$ cat src/rtl/writeback_queue.sv
// Write-back merge stage: round-robin admission of producer results into a
// small FIFO that feeds the register-file write port and the NZP generator.
module writeback_queue #(
    parameter int WIDTH    = 16,
    parameter int REG_BITS = 3,
    parameter int NUM_SRC  = 2,
    parameter int DEPTH    = 4
) (
    input  logic                          clk,
    input  logic                          reset,
    input  logic [NUM_SRC-1:0]            src_valid,
    output logic [NUM_SRC-1:0]            src_ready,
    input  logic [NUM_SRC*WIDTH-1:0]      src_data,
    input  logic [NUM_SRC*REG_BITS-1:0]   src_dest,
    input  logic [NUM_SRC-1:0]            src_ld_reg,
    input  logic [NUM_SRC-1:0]            src_ld_cc,
    input  logic                          stall,
    output logic [WIDTH-1:0]              reg_data,
    output logic [REG_BITS-1:0]           dest_reg,
    output logic                          ld_reg_store,
    output logic                          ld_cc_store,
    output logic [2:0]                    gencc_out,
    output logic [(2**REG_BITS)-1:0]      pending_mask,
    output logic [$clog2(DEPTH+1)-1:0]    count,
    output logic                          full,
    output logic                          empty
);
    localparam int PTR_W    = $clog2(DEPTH);
    localparam int CNT_W    = $clog2(DEPTH+1);
    localparam int SRC_W    = (NUM_SRC > 1) ? $clog2(NUM_SRC) : 1;
    localparam int NUM_REGS = 2**REG_BITS;

    localparam logic [CNT_W-1:0] FULL_CNT = CNT_W'(DEPTH);
    localparam logic [PTR_W-1:0] LAST_PTR = PTR_W'(DEPTH-1);
    localparam logic [SRC_W-1:0] LAST_SRC = SRC_W'(NUM_SRC-1);

    logic [WIDTH-1:0]    r_data [DEPTH];
    logic [REG_BITS-1:0] r_dest [DEPTH];
    logic [DEPTH-1:0]    r_ld_reg;
    logic [DEPTH-1:0]    r_ld_cc;
    logic [DEPTH-1:0]    r_vld;
    logic [PTR_W-1:0]    r_head;
    logic [PTR_W-1:0]    r_tail;
    logic [CNT_W-1:0]    r_count;
    logic [SRC_W-1:0]    r_last;

    logic                w_grant_any;
    logic [SRC_W-1:0]    w_grant_idx;
    logic                w_empty;
    logic                w_full;
    logic                w_pop;
    logic                w_space;
    logic                w_accept;
    logic                w_push;
    logic [WIDTH-1:0]    w_sel_data;
    logic [REG_BITS-1:0] w_sel_dest;
    logic                w_sel_ld_reg;
    logic                w_sel_ld_cc;
    logic [PTR_W-1:0]    w_head_inc;
    logic [PTR_W-1:0]    w_tail_inc;
    logic [NUM_REGS-1:0] w_entry_mask [DEPTH];

    assign w_empty = (r_count == '0);
    assign w_full  = (r_count == FULL_CNT);

    // Reset suppresses the drain so a reset cycle never issues a write.
    assign w_pop   = !reset && !w_empty && !stall;
    assign w_space = !w_full || w_pop;

    always_comb begin
        logic [SRC_W-1:0] v_cand;
        w_grant_any = 1'b0;
        w_grant_idx = r_last;
        v_cand      = '0;
        for (int k = 1; k <= NUM_SRC; k++) begin
            v_cand = SRC_W'((int'(r_last) + k) % NUM_SRC);
            if (!w_grant_any && src_valid[v_cand]) begin
                w_grant_any = 1'b1;
                w_grant_idx = v_cand;
            end
        end
    end

    assign w_accept     = !reset && w_grant_any && w_space;
    assign w_sel_data   = src_data[w_grant_idx*WIDTH +: WIDTH];
    assign w_sel_dest   = src_dest[w_grant_idx*REG_BITS +: REG_BITS];
    assign w_sel_ld_reg = src_ld_reg[w_grant_idx];
    assign w_sel_ld_cc  = src_ld_cc[w_grant_idx];
    // Results that write nothing are acknowledged but never occupy a slot.
    assign w_push       = w_accept && (w_sel_ld_reg || w_sel_ld_cc);

    always_comb begin
        src_ready = '0;
        if (w_accept) begin
            src_ready[w_grant_idx] = 1'b1;
        end
    end

    assign w_head_inc = (r_head == LAST_PTR) ? '0 : r_head + 1'b1;
    assign w_tail_inc = (r_tail == LAST_PTR) ? '0 : r_tail + 1'b1;

    always_ff @(posedge clk) begin
        if (reset) begin
            r_head  <= '0;
            r_tail  <= '0;
            r_count <= '0;
            r_last  <= LAST_SRC;
        end else begin
            if (w_pop) begin
                r_head <= w_head_inc;
            end
            if (w_push) begin
                r_tail <= w_tail_inc;
            end
            if (w_accept) begin
                r_last <= w_grant_idx;
            end
            case ({w_push, w_pop})
                2'b10:   r_count <= r_count + 1'b1;
                2'b01:   r_count <= r_count - 1'b1;
                default: r_count <= r_count;
            endcase
        end
    end

    // At full with push and pop together, tail equals head: the push must win.
    always_ff @(posedge clk) begin
        if (reset) begin
            for (int e = 0; e < DEPTH; e++) begin
                r_data[e] <= '0;
                r_dest[e] <= '0;
            end
            r_ld_reg <= '0;
            r_ld_cc  <= '0;
            r_vld    <= '0;
        end else begin
            for (int e = 0; e < DEPTH; e++) begin
                if (w_push && (r_tail == PTR_W'(e))) begin
                    r_data[e]   <= w_sel_data;
                    r_dest[e]   <= w_sel_dest;
                    r_ld_reg[e] <= w_sel_ld_reg;
                    r_ld_cc[e]  <= w_sel_ld_cc;
                    r_vld[e]    <= 1'b1;
                end else if (w_pop && (r_head == PTR_W'(e))) begin
                    r_vld[e] <= 1'b0;
                end
            end
        end
    end

    genvar gi;
    generate
        for (gi = 0; gi < DEPTH; gi++) begin : g_entry_mask
            assign w_entry_mask[gi] = (r_vld[gi] && r_ld_reg[gi])
                                      ? (NUM_REGS'(1) << r_dest[gi]) : '0;
        end
    endgenerate

    always_comb begin
        pending_mask = '0;
        for (int e = 0; e < DEPTH; e++) begin
            pending_mask = pending_mask | w_entry_mask[e];
        end
    end

    assign reg_data     = r_data[r_head];
    assign dest_reg     = r_dest[r_head];
    assign ld_reg_store = w_pop && r_ld_reg[r_head];
    assign ld_cc_store  = w_pop && r_ld_cc[r_head];
    assign count        = r_count;
    assign full         = w_full;
    assign empty        = w_empty;

    always_comb begin
        gencc_out = 3'b001;
        if (reg_data[WIDTH-1]) begin
            gencc_out = 3'b100;
        end else if (reg_data == '0) begin
            gencc_out = 3'b010;
        end
    end
endmodule

$ cat config.mk
export PLATFORM = sky130hd
export DESIGN_NAME = writeback_queue
export DESIGN_NICKNAME = d
export VERILOG_FILES = /design/src/rtl/writeback_queue.sv
export SDC_FILE = /design/constraint.sdc
export NUM_CORES = 1
export LEC_CHECK = 0
export ABC_AREA = 1
export BUFFER_PORTS_ARGS = -buffer_cell sky130_fd_sc_hd__buf_2
export CAP_MARGIN = 0
export CORE_AREA = 2 2 100 102
export CTS_CLUSTER_SIZE = 20
export DETAILED_ROUTE_END_ITERATION = 8
export DIE_AREA = 0 0 102 104
export PLACE_DENSITY = 0.77
export SYNTH_ARGS = -nofsm -noshare
export SYNTH_HDL_FRONTEND = slang
export SYNTH_SLANG_ARGS = --single-unit
$ cat constraint.sdc
create_clock -name clk -period 2.3 [get_ports clk]
set_input_delay 0.46 -clock clk [delete_from_list [all_inputs] [get_ports clk]]
set_output_delay 0.46 -clock clk [all_outputs]
set_load 0.02 [all_outputs]
# After elaboration in Yosys (flattened, before gate mapping)
# Memories as Yosys holds them, arrays and structs flattened. A register that Yosys moved wholly into a read port is not among the register bits.
# Index checks and enable logic that the tools add are counted.
dict set report op_classes {
  order_cmp 5
  eq_ne 9
  n_reduce_logical 37
  n_mul 1
  n_shift 6
  addsub 6
  n_bitwise 11
  mux 62
}
# operator count
set op_table {}
lappend op_table {{2-to-1 mux 16 bit} 4}
lappend op_table {{2-to-1 mux 1 bit} 37}
lappend op_table {{2-to-1 mux 8 bit} 4}
lappend op_table {{indexed part select 32 x 6 -> 16 bit} 1}
lappend op_table {{left shift 1 x 3 -> 8 bit, first input constant} 4}
lappend op_table {{bitwise OR 8 bit} 3}
lappend op_table {{logical AND 1 bit} 21}
lappend op_table {{zero test 16 bit} 1}
lappend op_table {{2-to-1 mux 2 bit} 8}
lappend op_table {{2-to-1 mux 3 bit} 5}
lappend op_table {{== test 2 bit, second input constant} 5}
lappend op_table {{nonzero test 2 bit} 5}
lappend op_table {{bitwise OR 1 bit} 8}
lappend op_table {{== test 2 x 1 -> 1 bit, second input constant} 3}
lappend op_table {{< comparator 1 x 2 -> 1 bit, second input constant} 3}
lappend op_table {{case mux 3 bit (2 select lines)} 1}
lappend op_table {{indexed part select 6 x 4 -> 3 bit} 1}
lappend op_table {{zero test 1 bit} 5}
lappend op_table {{adder 2 x 1 -> 2 bit, second input constant} 2}
lappend op_table {{binary-select mux 1 bit (select 2 bit)} 2}
lappend op_table {{zero test 2 bit} 2}
lappend op_table {{adder 3 x 1 -> 3 bit, second input constant} 1}
lappend op_table {{== test 3 bit, second input constant} 1}
lappend op_table {{zero test 3 bit} 1}
lappend op_table {{7 further kinds} 9}
dict set report word_totals {
  ram_bits 76
  register_bits 20
  word_cells 155
  output_inout_bits 39
  in_bits 47
  mem_count 2
}
# name words word_bits rd rd_ports_with_merged_regs wr line
set mem_list {}
lappend mem_list {r_data 4 16 1 1 4 37} ;# logic [WIDTH-1:0] r_data [DEPTH];
lappend mem_list {r_dest 4 3 5 1 4 38} ;# logic [REG_BITS-1:0] r_dest [DEPTH];

# Logic depth before layout (Yosys ltp)
dict set report logic_depth {
  word_depth 16
  ltp_mapped 14
}

# Least setup slack after synthesis
# OpenSTA, ideal clock, no wires.
dict set report synth_path {
  path_kind {register to register}
  from {register r_count[2] (netlist: count[2])}
  to {register r_count[2] (netlist: count[2])}
  arrival_ns 2.239
  required_ns 2.178
  path_stages_with_launch 14
  slack_ns -0.062
  synth_period_minus_slack_ns 2.362
  path_cell_list {dfxtp_1 inv_1 nor3_2 nand2_1 nand2_1 inv_2 nand2_1 ha_1 inv_1 fa_1 a21oi_1 o21ai_0 o21ai_0 a21oi_1}
}
dict set report synth_via {
  word_cells_on_any_way 15
  cone_classes {2 x add/sub; 3 x eq/ne; 1 x mux; 9 x reduce/logical}
}
# element line
set synth_lines {}
lappend synth_lines {{start: declaration} 44} ;# logic [CNT_W-1:0] r_count;
lappend synth_lines {{start signal: assignment} 119} ;# 2'b10: r_count <= r_count + 1'b1;
lappend synth_lines {{start signal: assignment} 120} ;# 2'b01: r_count <= r_count - 1'b1;
lappend synth_lines {{start signal: assignment} 121} ;# default: r_count <= r_count;
lappend synth_lines {{== test 3 bit *} 64} ;# assign w_full = (r_count == FULL_CNT);
lappend synth_lines {{net full} 25} ;# output logic full,
lappend synth_lines {{zero test 1 bit *} 68} ;# assign w_space = !w_full || w_pop;
lappend synth_lines {{logical OR 1 bit *} 68}
lappend synth_lines {{logical AND 1 bit *} 84} ;# assign w_accept = !reset && w_grant_any && w_space;
lappend synth_lines {{logical AND 1 bit *} 90} ;# assign w_push = w_accept && (w_sel_ld_reg || w_sel_ld_cc);
lappend synth_lines {{== test 2 x 1 -> 1 bit or == test 2 bit (tied branches)} 118} ;# case ({w_push, w_pop})
lappend synth_lines {{case mux 3 bit (2 select lines) or nonzero test 2 bit (tied branches)} -}
# Mark *: on every way through the listed nets, which the timed path passes. The rest lies on a longest branch.
# A chain may end at the register's enable or synchronous reset.

==> results.py <==
metrics = {
    "synthesis": {
        "synth_edf_count": 76,
        "synth-seq-cells": 98,
        "synth_cells": 580,
        "syn_avg_cell_area_um2": 8.82,
        "post_synthesis_cell_type_count": 27,
        "synth_async_sr_flop_share": 0,
        "ys.warnings.count": 0,
        "syn-cell-area_um2": 5120,
        "seq_area_frac_synth": 0.532,
        "synth_top_flop_cell": "sky130_fd_sc_hd__edfxtp_1",
        "syn-num-nets": 637,
    },
    "floorplanning": {
        "fp.dieArea_um2": 10600,
        "die-height_um": 104,
        "placeableCoreArea_um2": 9550,
        "starting_density_of_the_core": 0.536,
        "placementRows": 36,
        "boundaryPins": 86,
        "horizontal_die_dimension_um": 102,
    },
    "placed_design": {
        "final_wtd_congestion": 0.892,
        "post-place-ws_ns": 0.00134,
        "placement.io_buffers": 85,
        "dp_hpwl_um": 8350,
        "cell_area_after_placement_um2": 5730,
    },
    "cts": {
        "max-clock-path-buffers": 2,
        "clk_transition_reported_paths_ns": 0.10,
        "cts_hold_buffers": 0,
        "cts_tree": "built",
        "worst_skew_pair.late_latency_ns": 0.37,
        "cts_htree_levels": 3,
        "post_cts.repair.setup_buffers": 0,
        "tritoncts.num_buffers": 9,
        "clock_sink_count": 98,
        "ctsRootBufferMaster": "sky130_fd_sc_hd__clkbuf_8",
    },
    "cells_and_area": {
        "flip_flop_count_of_the_largest_register_after_layout": 64,
        "sequential_cell_area_um2": 2730,
        "num-fill-cells": 827,
        "final_layout_size_suffix_gt1_frac": 0.236,
        "areaGrowthSynthToFinish_pct": 17.1,
        "finalInstanceArea_um2": 5990,
        "largestRegisters": "r_data x64, r_dest x12",
        "area_occupied_by_multi_input_gates_um2": 2010,
        "largest-register": "r_data",
        "finish.net_count": 735,
        "antenna_cells": 0,
    },
    "drt": {
        "detailedRoute.firstPassIterationCount": 5,
        "viasPerCell": 5.23,
        "drt-total-wl_um": 11900,
        "post_drt_wl_per_cell_um": 14.6,
        "route.antenna.remaining_nets": 0,
        "drt-initial-drc-count": 237,
        "drc_errors_left": 0,
        "count_of_vias_placed_by_the_detailed_router": 4269,
    },
    "power": {
        "power.density_cell_area_nw_per_um2": 729,
        "p_leak_nw": 2.84,
        "total_power_mw": 4.37,
        "ir_worst_vdd_mv": 0.389,
    },
    "sta": {
        "finalHoldWorstSlack_ns": 0.334,
        "fin_crit_ns": 2.30,
        "max_clock_freq_mhz": 434,
        "grt_setup_unrepaired": "true",
        "timing.max_slew.rel_slack": 0.686,
        "final_min_period_over_clock_period": 1.00,
        "finalClockSkew_ns": 0.00881,
        "timing_worst_slew_pin_value_ns": 0.457,
        "report.final.hold_viol_count": 0,
        "final_ws_setup_ns": -0.00479,
        "fin_setup_tns_ns": -0.00479,
        "timing.final.max_slew_violations": 0,
        "setup-violations-final": 1,
    },
    "flow_run": {
        "max_capacitance_violation_count": 0,
    },
    "worst_setup_path": {
        "cp_cell_sequence": "buf_12 > nand2_1 > nand3_1 > nand2_1 > nand2_1 > nor2_2 > nand2_1 > nor2_2 > nor2_1 > buf_4",
        "worstRegToRegCells": 13,
        "cp.depth": 10,
        "worst-path-max-fanout": 36,
        "cp-end-kind": "output port",
        "critPathKind": "reg -> out",
        "worst-endpoint-required_ns": 1.84,
        "critical-path-top-cell-by-count": "sky130_fd_sc_hd__nand2_1",
        "cp_slowest_cell": "sky130_fd_sc_hd__dfxtp_4",
        "timing.critical_path.max_delay_family": "simple AND/OR/NAND/NOR gates",
        "worst-path-buf-inv": 2,
        "critical_path.max_stage_delay_ns": 0.38,
        "cp-start-kind": "register",
        "cp_data_arrival_time_ns": 1.84,
    },
    "global_route": {
        "grt_start_max_net_pins": 37,
        "first_global_vias": 4073,
        "grt_pass1_wl_um": 19300,
        "gr-total-overflow": 0,
        "initial_antenna_violation_count": 0,
        "gr-usage-all-layers": 0.233,
    },
    "worst_hold_path": {
        "min-delay-path-class": "in -> reg",
        "min_path_cells": 2,
    },
    "run_status": {
        "outcome": "finished with violations",
        "failed_checks": "setup timing",
    },
}
## through the flow
| stage | utilization | std cells |
|---|---|---|
| 2_1_floorplan | - | 580 |
| 3_3_place_gp | 0.600 | 800 |
| 3_5_place_dp | 0.600 | 800 |
| 4_1_cts | 0.622 | 816 |
| 5_1_grt | 0.627 | 816 |
| 6_report | 0.627 | 816 |
## cells in the final DEF, fill, tap and decap left out, drive strengths merged, types with 9 or more instances in the layout
master	count
mux2i	19
dfxtp	22
nand2	161
o21ai	14
nor2	109
clkbuf	10
ha	9
nand3	53
buf	112
edfxtp	76
inv	57
o22ai	9
a21oi	23
## cells by family after synthesis
group	after synthesis	synth area share
buf+inv	78	0.0800
mux	19	0.0372
fa+ha+maj	10	0.0259
compound gates	48	0.0516
simple gates	327	0.273
flops	98	0.532
## report_power, final
group / internal [mW] / total, mW / switching (mW)
Combinational: 0.384 / 1.12 / 0.737
Sequential: 2.04 / 2.13 / 0.0820
Clock: 0.479 / 1.12 / 0.643
## Yosys cell counts (12+ instances only)
master | instances | area share
sky130_fd_sc_hd__nand3_1 | 49 | 0.048
sky130_fd_sc_hd__a21oi_1 | 23 | 0.022
sky130_fd_sc_hd__mux2i_1 | 19 | 0.037
sky130_fd_sc_hd__edfxtp_1 | 76 | 0.45
sky130_fd_sc_hd__o21ai_0 | 12 | 0.012
sky130_fd_sc_hd__inv_1 | 50 | 0.037
sky130_fd_sc_hd__buf_6 | 12 | 0.026
sky130_fd_sc_hd__nand2_1 | 159 | 0.12
sky130_fd_sc_hd__dfxtp_1 | 22 | 0.086
sky130_fd_sc_hd__nor2_2 | 12 | 0.015
sky130_fd_sc_hd__nor2_1 | 97 | 0.071
## area by class of cell
cell class	count	area share
tap	133	0.0278
clock inverter	6	0.00877
sequential	98	0.455
timing repair buffer	112	0.113
clock buffer	10	0.0249
multi-input combinational	404	0.336
inverter	53	0.0345
## final timing paths
kind                                from           end  slack, ns
worst min-delay path               reset      count[1]       0.33
worst max register to register    r_last      count[2]       0.25
worst max-delay path            register  gencc_out[0]     -0.005
worst min register to register  r_vld[3]      r_vld[3]       0.48
## layer usage
layer / part of all wire / global-route usage / vias up
li1: - / - / 2091
met1: 0.41 / 0.308 / 1988
met5: 0 / 0 / -
met2: 0.50 / 0.386 / 171
met4: 0.017 / 0.0800 / 0
met3: 0.071 / 0.0376 / 19
## timing repair
action                                  CTS  global route
resized for setup                         3            16
pin swaps                                 0             6
endpoints found under the setup margin    2             2
No activity file was read; power rests on OpenSTA's default activity.
